==> src/rtl/morse_pkg.sv <==
// Shared character codes, decoder FSM states and the Morse pattern lookup.
package morse_pkg;

    localparam logic [7:0] CH_INVALID = 8'd0;
    localparam logic [7:0] CH_A = 8'd1,  CH_B = 8'd2,  CH_C = 8'd3,  CH_D = 8'd4,  CH_E = 8'd5;
    localparam logic [7:0] CH_F = 8'd6,  CH_G = 8'd7,  CH_H = 8'd8,  CH_I = 8'd9,  CH_J = 8'd10;
    localparam logic [7:0] CH_K = 8'd11, CH_L = 8'd12, CH_M = 8'd13, CH_N = 8'd14, CH_O = 8'd15;
    localparam logic [7:0] CH_P = 8'd16, CH_Q = 8'd17, CH_R = 8'd18, CH_S = 8'd19, CH_T = 8'd20;
    localparam logic [7:0] CH_U = 8'd21, CH_V = 8'd22, CH_W = 8'd23, CH_X = 8'd24, CH_Y = 8'd25;
    localparam logic [7:0] CH_Z = 8'd26, CH_SPACE = 8'd27;
    localparam logic [7:0] CH_1 = 8'd28, CH_2 = 8'd29, CH_3 = 8'd30, CH_4 = 8'd31, CH_5 = 8'd32;
    localparam logic [7:0] CH_6 = 8'd33, CH_7 = 8'd34, CH_8 = 8'd35, CH_9 = 8'd36, CH_0 = 8'd37;
    localparam logic [7:0] CH_PLUS = 8'd38, CH_EQ = 8'd39, CH_SLASH = 8'd40;

    typedef enum logic [2:0] {
        ST_IDLE,
        ST_ACCUM,
        ST_LOOKUP,
        ST_PUSH,
        ST_SPACE_PUSH
    } morse_state_t;

    // First symbol sits at bit len-1, newest at bit 0; dot=0, dash=1.
    function automatic logic [7:0] morse_lookup(input logic [4:0] pattern, input logic [2:0] len);
        logic [4:0] mask;
        logic [7:0] code;
        mask = 5'((6'd1 << len) - 6'd1);
        code = CH_INVALID;
        case ({len, pattern & mask})
            {3'd1, 5'b00000}: code = CH_E;
            {3'd1, 5'b00001}: code = CH_T;
            {3'd2, 5'b00000}: code = CH_I;
            {3'd2, 5'b00001}: code = CH_A;
            {3'd2, 5'b00010}: code = CH_N;
            {3'd2, 5'b00011}: code = CH_M;
            {3'd3, 5'b00000}: code = CH_S;
            {3'd3, 5'b00001}: code = CH_U;
            {3'd3, 5'b00010}: code = CH_R;
            {3'd3, 5'b00011}: code = CH_W;
            {3'd3, 5'b00100}: code = CH_D;
            {3'd3, 5'b00101}: code = CH_K;
            {3'd3, 5'b00110}: code = CH_G;
            {3'd3, 5'b00111}: code = CH_O;
            {3'd4, 5'b00000}: code = CH_H;
            {3'd4, 5'b00001}: code = CH_V;
            {3'd4, 5'b00010}: code = CH_F;
            {3'd4, 5'b00100}: code = CH_L;
            {3'd4, 5'b00110}: code = CH_P;
            {3'd4, 5'b00111}: code = CH_J;
            {3'd4, 5'b01000}: code = CH_B;
            {3'd4, 5'b01001}: code = CH_X;
            {3'd4, 5'b01010}: code = CH_C;
            {3'd4, 5'b01011}: code = CH_Y;
            {3'd4, 5'b01100}: code = CH_Z;
            {3'd4, 5'b01101}: code = CH_Q;
            {3'd5, 5'b01111}: code = CH_1;
            {3'd5, 5'b00111}: code = CH_2;
            {3'd5, 5'b00011}: code = CH_3;
            {3'd5, 5'b00001}: code = CH_4;
            {3'd5, 5'b00000}: code = CH_5;
            {3'd5, 5'b10000}: code = CH_6;
            {3'd5, 5'b11000}: code = CH_7;
            {3'd5, 5'b11100}: code = CH_8;
            {3'd5, 5'b11110}: code = CH_9;
            {3'd5, 5'b11111}: code = CH_0;
            {3'd5, 5'b01010}: code = CH_PLUS;
            {3'd5, 5'b10001}: code = CH_EQ;
            {3'd5, 5'b10010}: code = CH_SLASH;
            default:          code = CH_INVALID;
        endcase
        return code;
    endfunction

endpackage

==> src/rtl/morse_char_fifo.sv <==
// Synchronous character FIFO; simultaneous push and pop are accepted when full.
module morse_char_fifo
#(
    parameter int unsigned DEPTH = 8,
    parameter int unsigned W     = 8
) (
    input  logic                     cclk,
    input  logic                     rstb,
    input  logic                     push,
    input  logic [W-1:0]             din,
    input  logic                     pop,
    output logic [W-1:0]             dout,
    output logic [$clog2(DEPTH):0]   count,
    output logic                     full,
    output logic                     empty
);
    localparam int unsigned AW = $clog2(DEPTH);
    localparam int unsigned CW = AW + 1;

    logic [W-1:0]  mem [DEPTH];
    logic [AW-1:0] wr_ptr;
    logic [AW-1:0] rd_ptr;
    logic          do_push;
    logic          do_pop;

    assign empty   = (count == '0);
    assign full    = (count == CW'(DEPTH));
    assign do_pop  = pop && !empty;
    assign do_push = push && (!full || do_pop);
    assign dout    = mem[rd_ptr];

    always_ff @(posedge cclk) begin
        if (!rstb) begin
            wr_ptr <= '0;
            rd_ptr <= '0;
            count  <= '0;
            for (int i = 0; i < int'(DEPTH); i++) mem[i] <= '0;
        end else begin
            if (do_push) begin
                mem[wr_ptr] <= din;
                wr_ptr      <= wr_ptr + AW'(1);
            end
            if (do_pop) rd_ptr <= rd_ptr + AW'(1);
            case ({do_push, do_pop})
                2'b10:   count <= count + CW'(1);
                2'b01:   count <= count - CW'(1);
                default: count <= count;
            endcase
        end
    end

endmodule

==> src/rtl/morse_stream_decoder.sv <==
// Touch-pad Morse decoder feeding a character FIFO.
// Optional MORSE_AUTOGAP_EN: idle-gap timer commits letters and inserts word spaces.
module morse_stream_decoder
    import morse_pkg::*;
#(
    parameter int unsigned CNT_W        = 32,
    parameter int unsigned DEBOUNCE_CYC = 100000,
    parameter int unsigned DASH_CYC     = 85000000,
    parameter int unsigned GAP_CYC      = 170000000,
    parameter int unsigned MAX_SYMS     = 5,
    parameter int unsigned FIFO_DEPTH   = 8
) (
    input  logic                          cclk,
    input  logic                          rstb,
    input  logic                          tap,
    input  logic                          space,
    input  logic                          send,
    output logic [7:0]                    char_data,
    output logic                          char_valid,
    input  logic                          char_ready,
    output logic [$clog2(FIFO_DEPTH):0]   fifo_count,
    output logic [2:0]                    sym_count,
    output logic [MAX_SYMS-1:0]           sym_pattern,
    output logic                          dot_pulse,
    output logic                          dash_pulse,
    output logic                          err_invalid
);
    localparam logic [CNT_W-1:0] CNT_MAX  = {CNT_W{1'b1}};
    localparam logic [CNT_W-1:0] DEB_THR  = CNT_W'(DEBOUNCE_CYC);
    localparam logic [CNT_W-1:0] DASH_THR = CNT_W'(DASH_CYC);

    morse_state_t state, state_nx;
    logic [CNT_W-1:0] tcnt;
    logic             is_dot_c, is_dash_c, sym_evt_c;
    logic             ovf;
    logic [4:0]       snap_pat;
    logic [2:0]       snap_len;
    logic             snap_ovf;
    logic [7:0]       code_q, lookup_code_c, push_data_c;
    logic             commit_c, push_c, err_c, set_pend_c, clr_pend_c, pend_eff_c;
    logic             room_c, pop_c, pending_space;
    logic             fifo_full, fifo_empty;
    logic             gap_send_c, gap_space_c;

    // Press classification happens on the first released cycle.
    always_comb begin
        is_dash_c = !tap && (tcnt > DASH_THR);
        is_dot_c  = !tap && (tcnt > DEB_THR) && !(tcnt > DASH_THR);
        sym_evt_c = is_dot_c || is_dash_c;
    end

    always_ff @(posedge cclk) begin
        if (!rstb) begin
            tcnt       <= '0;
            dot_pulse  <= 1'b0;
            dash_pulse <= 1'b0;
        end else begin
            dot_pulse  <= is_dot_c;
            dash_pulse <= is_dash_c;
            if (!tap)                tcnt <= '0;
            else if (tcnt != CNT_MAX) tcnt <= tcnt + CNT_W'(1);
        end
    end

    // A symbol landing on the commit edge starts the next character.
    always_ff @(posedge cclk) begin
        if (!rstb) begin
            sym_pattern <= '0;
            sym_count   <= '0;
            ovf         <= 1'b0;
        end else if (commit_c) begin
            sym_pattern <= sym_evt_c ? MAX_SYMS'(is_dash_c) : '0;
            sym_count   <= sym_evt_c ? 3'd1 : 3'd0;
            ovf         <= 1'b0;
        end else if (sym_evt_c) begin
            if (sym_count == 3'(MAX_SYMS)) begin
                ovf <= 1'b1;
            end else begin
                sym_pattern <= MAX_SYMS'({sym_pattern, is_dash_c});
                sym_count   <= sym_count + 3'd1;
            end
        end
    end

`ifdef MORSE_AUTOGAP_EN
    localparam logic [CNT_W-1:0] GAP_THR  = CNT_W'(GAP_CYC);
    localparam logic [CNT_W-1:0] GAP2_THR = CNT_W'(2 * GAP_CYC);
    logic [CNT_W-1:0] gcnt;
    logic             char_since_space;

    always_ff @(posedge cclk) begin
        if (!rstb) begin
            gcnt             <= '0;
            char_since_space <= 1'b0;
        end else begin
            if (sym_evt_c)                     gcnt <= '0;
            else if (!tap && gcnt != CNT_MAX)  gcnt <= gcnt + CNT_W'(1);
            if (push_c && state == ST_SPACE_PUSH) char_since_space <= 1'b0;
            else if (push_c && state == ST_PUSH)  char_since_space <= 1'b1;
        end
    end

    assign gap_send_c  = (gcnt == GAP_THR);
    assign gap_space_c = (gcnt == GAP2_THR) && char_since_space;
`else
    assign gap_send_c  = 1'b0;
    assign gap_space_c = 1'b0;
`endif

    always_ff @(posedge cclk) begin
        if (!rstb) state <= ST_IDLE;
        else       state <= state_nx;
    end

    always_comb begin
        state_nx      = state;
        commit_c      = 1'b0;
        push_c        = 1'b0;
        push_data_c   = code_q;
        err_c         = 1'b0;
        set_pend_c    = 1'b0;
        clr_pend_c    = 1'b0;
        pop_c         = char_valid && char_ready;
        room_c        = !fifo_full || pop_c;
        pend_eff_c    = pending_space || space || gap_space_c;
        lookup_code_c = morse_lookup(snap_pat, snap_len);
        case (state)
            ST_IDLE, ST_ACCUM: begin
                if (sym_count != 3'd0 && (send || space || gap_send_c)) begin
                    commit_c   = 1'b1;
                    set_pend_c = space;
                    state_nx   = ST_LOOKUP;
                end else if (space || gap_space_c) begin
                    state_nx = ST_SPACE_PUSH;
                end else begin
                    state_nx = (sym_count != 3'd0) ? ST_ACCUM : ST_IDLE;
                end
            end
            ST_LOOKUP: begin
                set_pend_c = space || gap_space_c;
                if (lookup_code_c == CH_INVALID || snap_ovf) begin
                    err_c    = 1'b1;
                    state_nx = pend_eff_c ? ST_SPACE_PUSH : ST_IDLE;
                end else begin
                    state_nx = ST_PUSH;
                end
            end
            ST_PUSH: begin
                set_pend_c = space || gap_space_c;
                if (room_c) begin
                    push_c   = 1'b1;
                    state_nx = pend_eff_c ? ST_SPACE_PUSH : ST_IDLE;
                end
            end
            ST_SPACE_PUSH: begin
                set_pend_c  = space || gap_space_c;
                push_data_c = CH_SPACE;
                if (room_c) begin
                    push_c     = 1'b1;
                    clr_pend_c = 1'b1;
                    state_nx   = ST_IDLE;
                end
            end
            default: state_nx = ST_IDLE;
        endcase
    end

    always_ff @(posedge cclk) begin
        if (!rstb) begin
            snap_pat      <= '0;
            snap_len      <= '0;
            snap_ovf      <= 1'b0;
            code_q        <= '0;
            pending_space <= 1'b0;
            err_invalid   <= 1'b0;
        end else begin
            err_invalid <= err_c;
            if (commit_c) begin
                snap_pat <= 5'(sym_pattern);
                snap_len <= sym_count;
                snap_ovf <= ovf;
            end
            if (state == ST_LOOKUP) code_q <= lookup_code_c;
            if (clr_pend_c)      pending_space <= 1'b0;
            else if (set_pend_c) pending_space <= 1'b1;
        end
    end

    assign char_valid = !fifo_empty;

    morse_char_fifo #(.DEPTH(FIFO_DEPTH), .W(8)) u_fifo (
        .cclk  (cclk),
        .rstb  (rstb),
        .push  (push_c),
        .din   (push_data_c),
        .pop   (pop_c),
        .dout  (char_data),
        .count (fifo_count),
        .full  (fifo_full),
        .empty (fifo_empty)
    );

endmodule

==> config.mk <==
export PLATFORM = sky130hd
export DESIGN_NAME = morse_stream_decoder
export DESIGN_NICKNAME = d
export VERILOG_FILES = /design/src/rtl/morse_pkg.sv /design/src/rtl/morse_char_fifo.sv /design/src/rtl/morse_stream_decoder.sv
export SDC_FILE = /design/constraint.sdc
export NUM_CORES = 1
export LEC_CHECK = 0
export CORE_MARGIN = 2
export CORE_UTILIZATION = 40
export DETAILED_ROUTE_END_ITERATION = 8
export PLACE_DENSITY_LB_ADDON = 0.08
export SLEW_MARGIN = 20
export SYNTH_ARGS = -nofsm -noshare
export SYNTH_HDL_FRONTEND = slang
export SYNTH_SLANG_ARGS = --single-unit
==> constraint.sdc <==
create_clock -name cclk -period 2.8 [get_ports cclk]
set_input_delay 0.28 -clock cclk [delete_from_list [all_inputs] [get_ports cclk]]
set_output_delay 0.28 -clock cclk [all_outputs]
set_load 0.03 [all_outputs]
# [Yosys cells after proc, flatten, opt, wreduce, memory -nomap -nowiden]
# Memory sizes are Yosys's and may differ from the RTL's. A register that Yosys moved wholly into a read port is not among the register bits.
# Cells that the tools add are included.
# W data, S select, Z words.
[word_totals] reg_bits=75 ramBits=64 inputBits=6 out_inout_bits=24 word_cells=150 memories=1
[classes] n_addsub=7 n_lt_le_gt_ge=2 n_eq_ne=51 shifts=1 mux=36 bitwise_logic=2 n_reduce_logical=34
[memory_table] name="u_fifo.mem" depth=8 width=8 rd=1 rd_ports_with_merged_regs=1 write_ports=8 line="morse_char_fifo.sv:20" source="logic [W-1:0] mem [DEPTH];"
[op_table] cell="$pmux W6 S39" n=1
[op_table] cell="$eq A8 B8 Y1 const B" n=25
[op_table] cell="$eq A8 B7 Y1 const B" n=12
[op_table] cell="$mux W3" n=12
[op_table] cell="$add A32 B1 Y32 const B" n=1
[op_table] cell="$gt A32 B17 Y1 const B" n=1
[op_table] cell="$gt A32 B27 Y1 const B" n=1
[op_table] cell="$ne A32 B32 Y1 const B" n=1
[op_table] cell="$eq A8 B6 Y1 const B" n=2
[op_table] cell="$mux W8" n=2
[op_table] cell="$mux W1" n=15
[op_table] cell="$mux W5" n=3
[op_table] cell="$pmux W3 S4" n=1
[op_table] cell="$reduce_and A2 Y1" n=5
[op_table] cell="$add A3 B1 Y3 const B" n=3
[op_table] cell="$logic_not A8 Y1" n=1
[op_table] cell="$pmux W4 S2" n=1
[op_table] cell="$reduce_or A2 Y1" n=4
[op_table] cell="$reduce_or A8 Y1" n=1
[op_table] cell="$logic_and A1 B1 Y1" n=7
[op_table] cell="$eq A3 B2 Y1 const B" n=2
[op_table] cell="$eq A3 B3 Y1 const B" n=2
[op_table] cell="$logic_or A1 B1 Y1" n=6
[op_table] cell="$ne A2 B2 Y1 const B" n=3
[op_table] cell="17 further kinds" n=21

# [Longest topological paths before layout]
[depth] depth_word=12 depth_mapped=11 depth_no_buf=11

# [Cells and area by module]
# A second synthesis with hierarchy kept.
[unflattened] hier_cells=759 area_unflattened_um2=7358.3
[by_module_without_submodules] mod="morse_stream_decoder" instances=1 cells_each=504 area_per_inst_um2=3829.9 seq_area_each_um2=1261.2
[by_module_without_submodules] mod="morse_char_fifo" instances=1 cells_each=255 area_per_inst_um2=3528.4 seq_area_each_um2=2182.1

# [Worst setup path after synthesis]
# OpenSTA, ideal clock, no wires.
[synth_timing] path_kind="reg2reg" start="register u_fifo.count[0]" end="register u_fifo.count[3]" setup_time_ns=0.076 t_arrival_ns=2.753 required_ns=2.724 slack_ns=-0.028 stages_incl_launch_ff=11 path_buffers=0 period_less_slack_ns=2.828 cell_sequence="dfxtp_1 > or4_1 > nand2_1 > inv_1 > ha_1 > ha_1 > a21o_1 > a21oi_1 > xnor2_1 > or3_1 > a21boi_0"
[synth_lines] element="start, declared" line="morse_char_fifo.sv:13" source="output logic [$clog2(DEPTH):0] count,"
[synth_lines] element="start signal, assigned" line="morse_char_fifo.sv:45" source="2'b10: count <= count + CW'(1);"
[synth_lines] element="start signal, assigned" line="morse_char_fifo.sv:46" source="2'b01: count <= count - CW'(1);"
[synth_lines] element="start signal, assigned" line="morse_char_fifo.sv:47" source="default: count <= count;"
[synth_lines] element="$logic_not A4 Y1 (*)" line="morse_char_fifo.sv:26" source="assign empty = (count == '0);"
[synth_lines] element="$logic_not A1 Y1 (*)" line="morse_stream_decoder.sv:189" source="assign char_valid = !fifo_empty;"
[synth_lines] element="via char_valid" line="morse_stream_decoder.sv:19" source="output logic char_valid,"
[synth_lines] element="$logic_and A1 B1 Y1" line="morse_stream_decoder.sv:123" source="pop_c = char_valid && char_ready;"
[synth_lines] element="$logic_and A1 B1 Y1 (*)" line="morse_char_fifo.sv:28" source="assign do_pop = pop && !empty;"
[synth_lines] element="via u_fifo.do_pop" line="morse_char_fifo.sv:24" source="logic do_pop;"
[synth_lines] element="$logic_or A1 B1 Y1" line="morse_char_fifo.sv:29" source="assign do_push = push && (!full || do_pop);"
[synth_lines] element="$logic_and A1 B1 Y1" line="morse_char_fifo.sv:29"
[synth_lines] element="$eq A2 B1 Y1 or $eq A2 B2 Y1 (tied branches)" line="morse_char_fifo.sv:44" source="case ({do_push, do_pop})"
[synth_lines] element="$pmux W4 S2 or $reduce_bool A2 Y1 (tied branches)"
# The timed path passes the listed nets; every way through them passes the cells marked *.
# A chain may end at the register's enable or synchronous reset.

==> impl_metrics.json <==
{
  "wl_um": 14700,
  "syn2layout_area_growth_pct": 18.2,
  "synth-edff-count": 48,
  "rows": 46,
  "worst_setup_path_start_kind": "register",
  "initialDrtViolationCount": 358,
  "crit_fanout": 12,
  "ys_warn_count": 0,
  "drive_gt1_share_pct": 11.1,
  "worstSetupPathType": "reg -> out",
  "slew_headroom_pct": 36.2,
  "dr.pass1.iters": 5,
  "drc": 0,
  "clkLatencyLatePin_ps": 410,
  "die_x_um": 131,
  "first_global_vias": 4760,
  "globalRouteOverflowTotal": 0,
  "root_buffer": "clkbuf_16",
  "power_density_mw_per_mm2": 675,
  "gp_congestion": 0.891,
  "post_cts_buffers": 0,
  "mostFrequentLayoutCells": "117 x nor2_1, 76 x dfxtp_1, 75 x nand2_1",
  "io_buffers": 27,
  "postCtsHoldBufs": 0,
  "start_util_pct": 40.7,
  "period_minus_slack_ps": 2680,
  "pin_count": 30,
  "status": "complete, no violations",
  "synth_ff_type": "dfxtp_1",
  "fin_skew_ps": 10.4,
  "nFillCells": 1531,
  "cp.required_ps": 2520,
  "grt_pass1_wl_um": 24300,
  "power_leakage_nw": 2.67,
  "postRouteAntennaNets": 0,
  "rsz0062_at_grt": "no",
  "synth.avg_cell_area_um2": 9.30,
  "slew_viol_final": 0,
  "netlist_area_mm2": 0.00642,
  "die_h_um": 131,
  "peakVddDrop_v": 0.000431,
  "track_usage_pct": 18.4,
  "h-tree-depth": 4,
  "dp_hpwl_um": 10700,
  "cp.arrival_ps": 2400,
  "ys_ff_latch": 124,
  "netlist_instances": 690,
  "crit_path_end_kind": "output pin",
  "fmax_ghz": 0.373,
  "final_common_cell": "nor2_1",
  "async_flop_share_pct": 0,
  "wl_per_cell_um": 15.5,
  "vias": 5074,
  "power_mw": 5.12,
  "synth_cell_type_count": 69,
  "cts_tree": "built",
  "fin_nets": 742,
  "antenna_cells": 0,
  "hold_viol_final": 0,
  "period_share_pct": 95.8,
  "grt_max_degree": 27,
  "cap_violations": 0,
  "cts_sinks": 124,
  "setup_violations": 0,
  "ys_seq_area_share_pct": 46.2,
  "setup_tns_ps": 0,
  "cts-buffers-inserted": 17,
  "antenna_found_initial": 0,
  "rrSetupSlack_ps": 240,
  "min_path_type": "reg -> reg",
  "via_per_inst": 5.32,
  "core_mm2": 0.0158,
  "clk_path_buf_depth": 2,
  "dieArea_mm2": 0.0171,
  "clk_pin_slew_ps": 60,
  "tightest_slew_ps": 953,
  "post_cts_resized": 0
}
## final timing paths
kind              depth (start not counted)         endpoint             from
setup reg to reg                         10  u_fifo.count[3]  u_fifo.count[1]
hold / removal                            2      snap_pat[4]   sym_pattern[4]
hold reg to reg                           2      snap_pat[4]   sym_pattern[4]
setup / recovery                          4     char_data[5]         register
## area by class of cell
cell class	count	area, µm²	area share [%]
clock inverter	13	173	2.28
sequential	124	2960	39.1
timing repair buffer	52	458	6.04
tap	216	270	3.56
multi-input combinational	517	3240	42.7
clock buffer	19	433	5.71
inverter	13	48.8	0.643
## worst max-delay path, cell delays in order (launching register included)
cell             delay [ps]
dfxtp_1                 310
buf_4                   240
mux4_2                  560
mux2_2                  280
clkdlybuf4s50_1         590
## report_power, final
group	internal [mW]	switching [mW]
Sequential	1.94	0.0551
Clock	1.48	0.787
Combinational	0.412	0.444
## cells in the mapped netlist (10+ instances only)
cell type  count  area (µm²)
nor2_1       117         439
dfxtp_1       76        1520
nand2_1       75         282
edfxtp_1      48        1440
o21ai_0       28         140
a21oi_1       25         125
nand3_1       24         120
clkbuf_1      23        86.3
xor2_1        20         175
a21boi_0      14         105
nand4_1       14        87.6
inv_1         13        48.8
nor3_1        13        65.1
a31oi_1       12        75.1
and2_1        12        75.1
and3_1        12        75.1
mux4_2        12         270
xnor2_1       12         105
ha_1          10         125
## state kept, by name (all words and copies together), names as in the netlist, named ones only
signal	flops
code_q	6
dash_pulse	1
dot_pulse	1
err_invalid	1
ovf	1
pending_space	1
snap_len	3
snap_ovf	1
snap_pat	5
state	3
sym_count	3
sym_pattern	5
tcnt	32
u_fifo.count	4
u_fifo.mem	48
u_fifo.rd_ptr	3
u_fifo.wr_ptr	3
## per-stage QoR
step	util [%]	hold WS [ps]	setup WS [ps]	cell area, µm²	std cells
floorplan	-	432	110	6430	691
global placement	44.3	458	127	6980	922
detailed placement	44.3	465	63.6	6980	922
CTS	48.1	480	91.9	7580	954
global route	48.1	513	6.95	7580	954
finish	48.1	481	118	7580	954
## kinds of logic (layout without fill, tap and decap cells)
group                    Yosys count  count (layout)  synth area share (%)
flip-flops                       124             124                  46.2
multiplexers                      24              24                  6.20
buffers and inverters             50              97                  3.49
XOR/XNOR                          32              32                  4.37
AO/OA/AOI/OAI                    112             112                  11.1
other                              1               2                0.0584
AND/OR/NAND/NOR                  336             336                  26.4
adder cells (fa/ha/maj)           11              11                  2.26
## metal layers
layer  global-route usage, %  share of wire [%]  up-vias  routed length, µm
li1                        -                  -     2528                  -
met1                    25.6                 50     2406               7390
met2                    28.1                 44      124               6550
met3                    5.05                4.2       16                623
met4                    5.76                1.2        0                184
met5                       0                  0        -                  0
No activity file was read; power rests on OpenSTA's default activity.
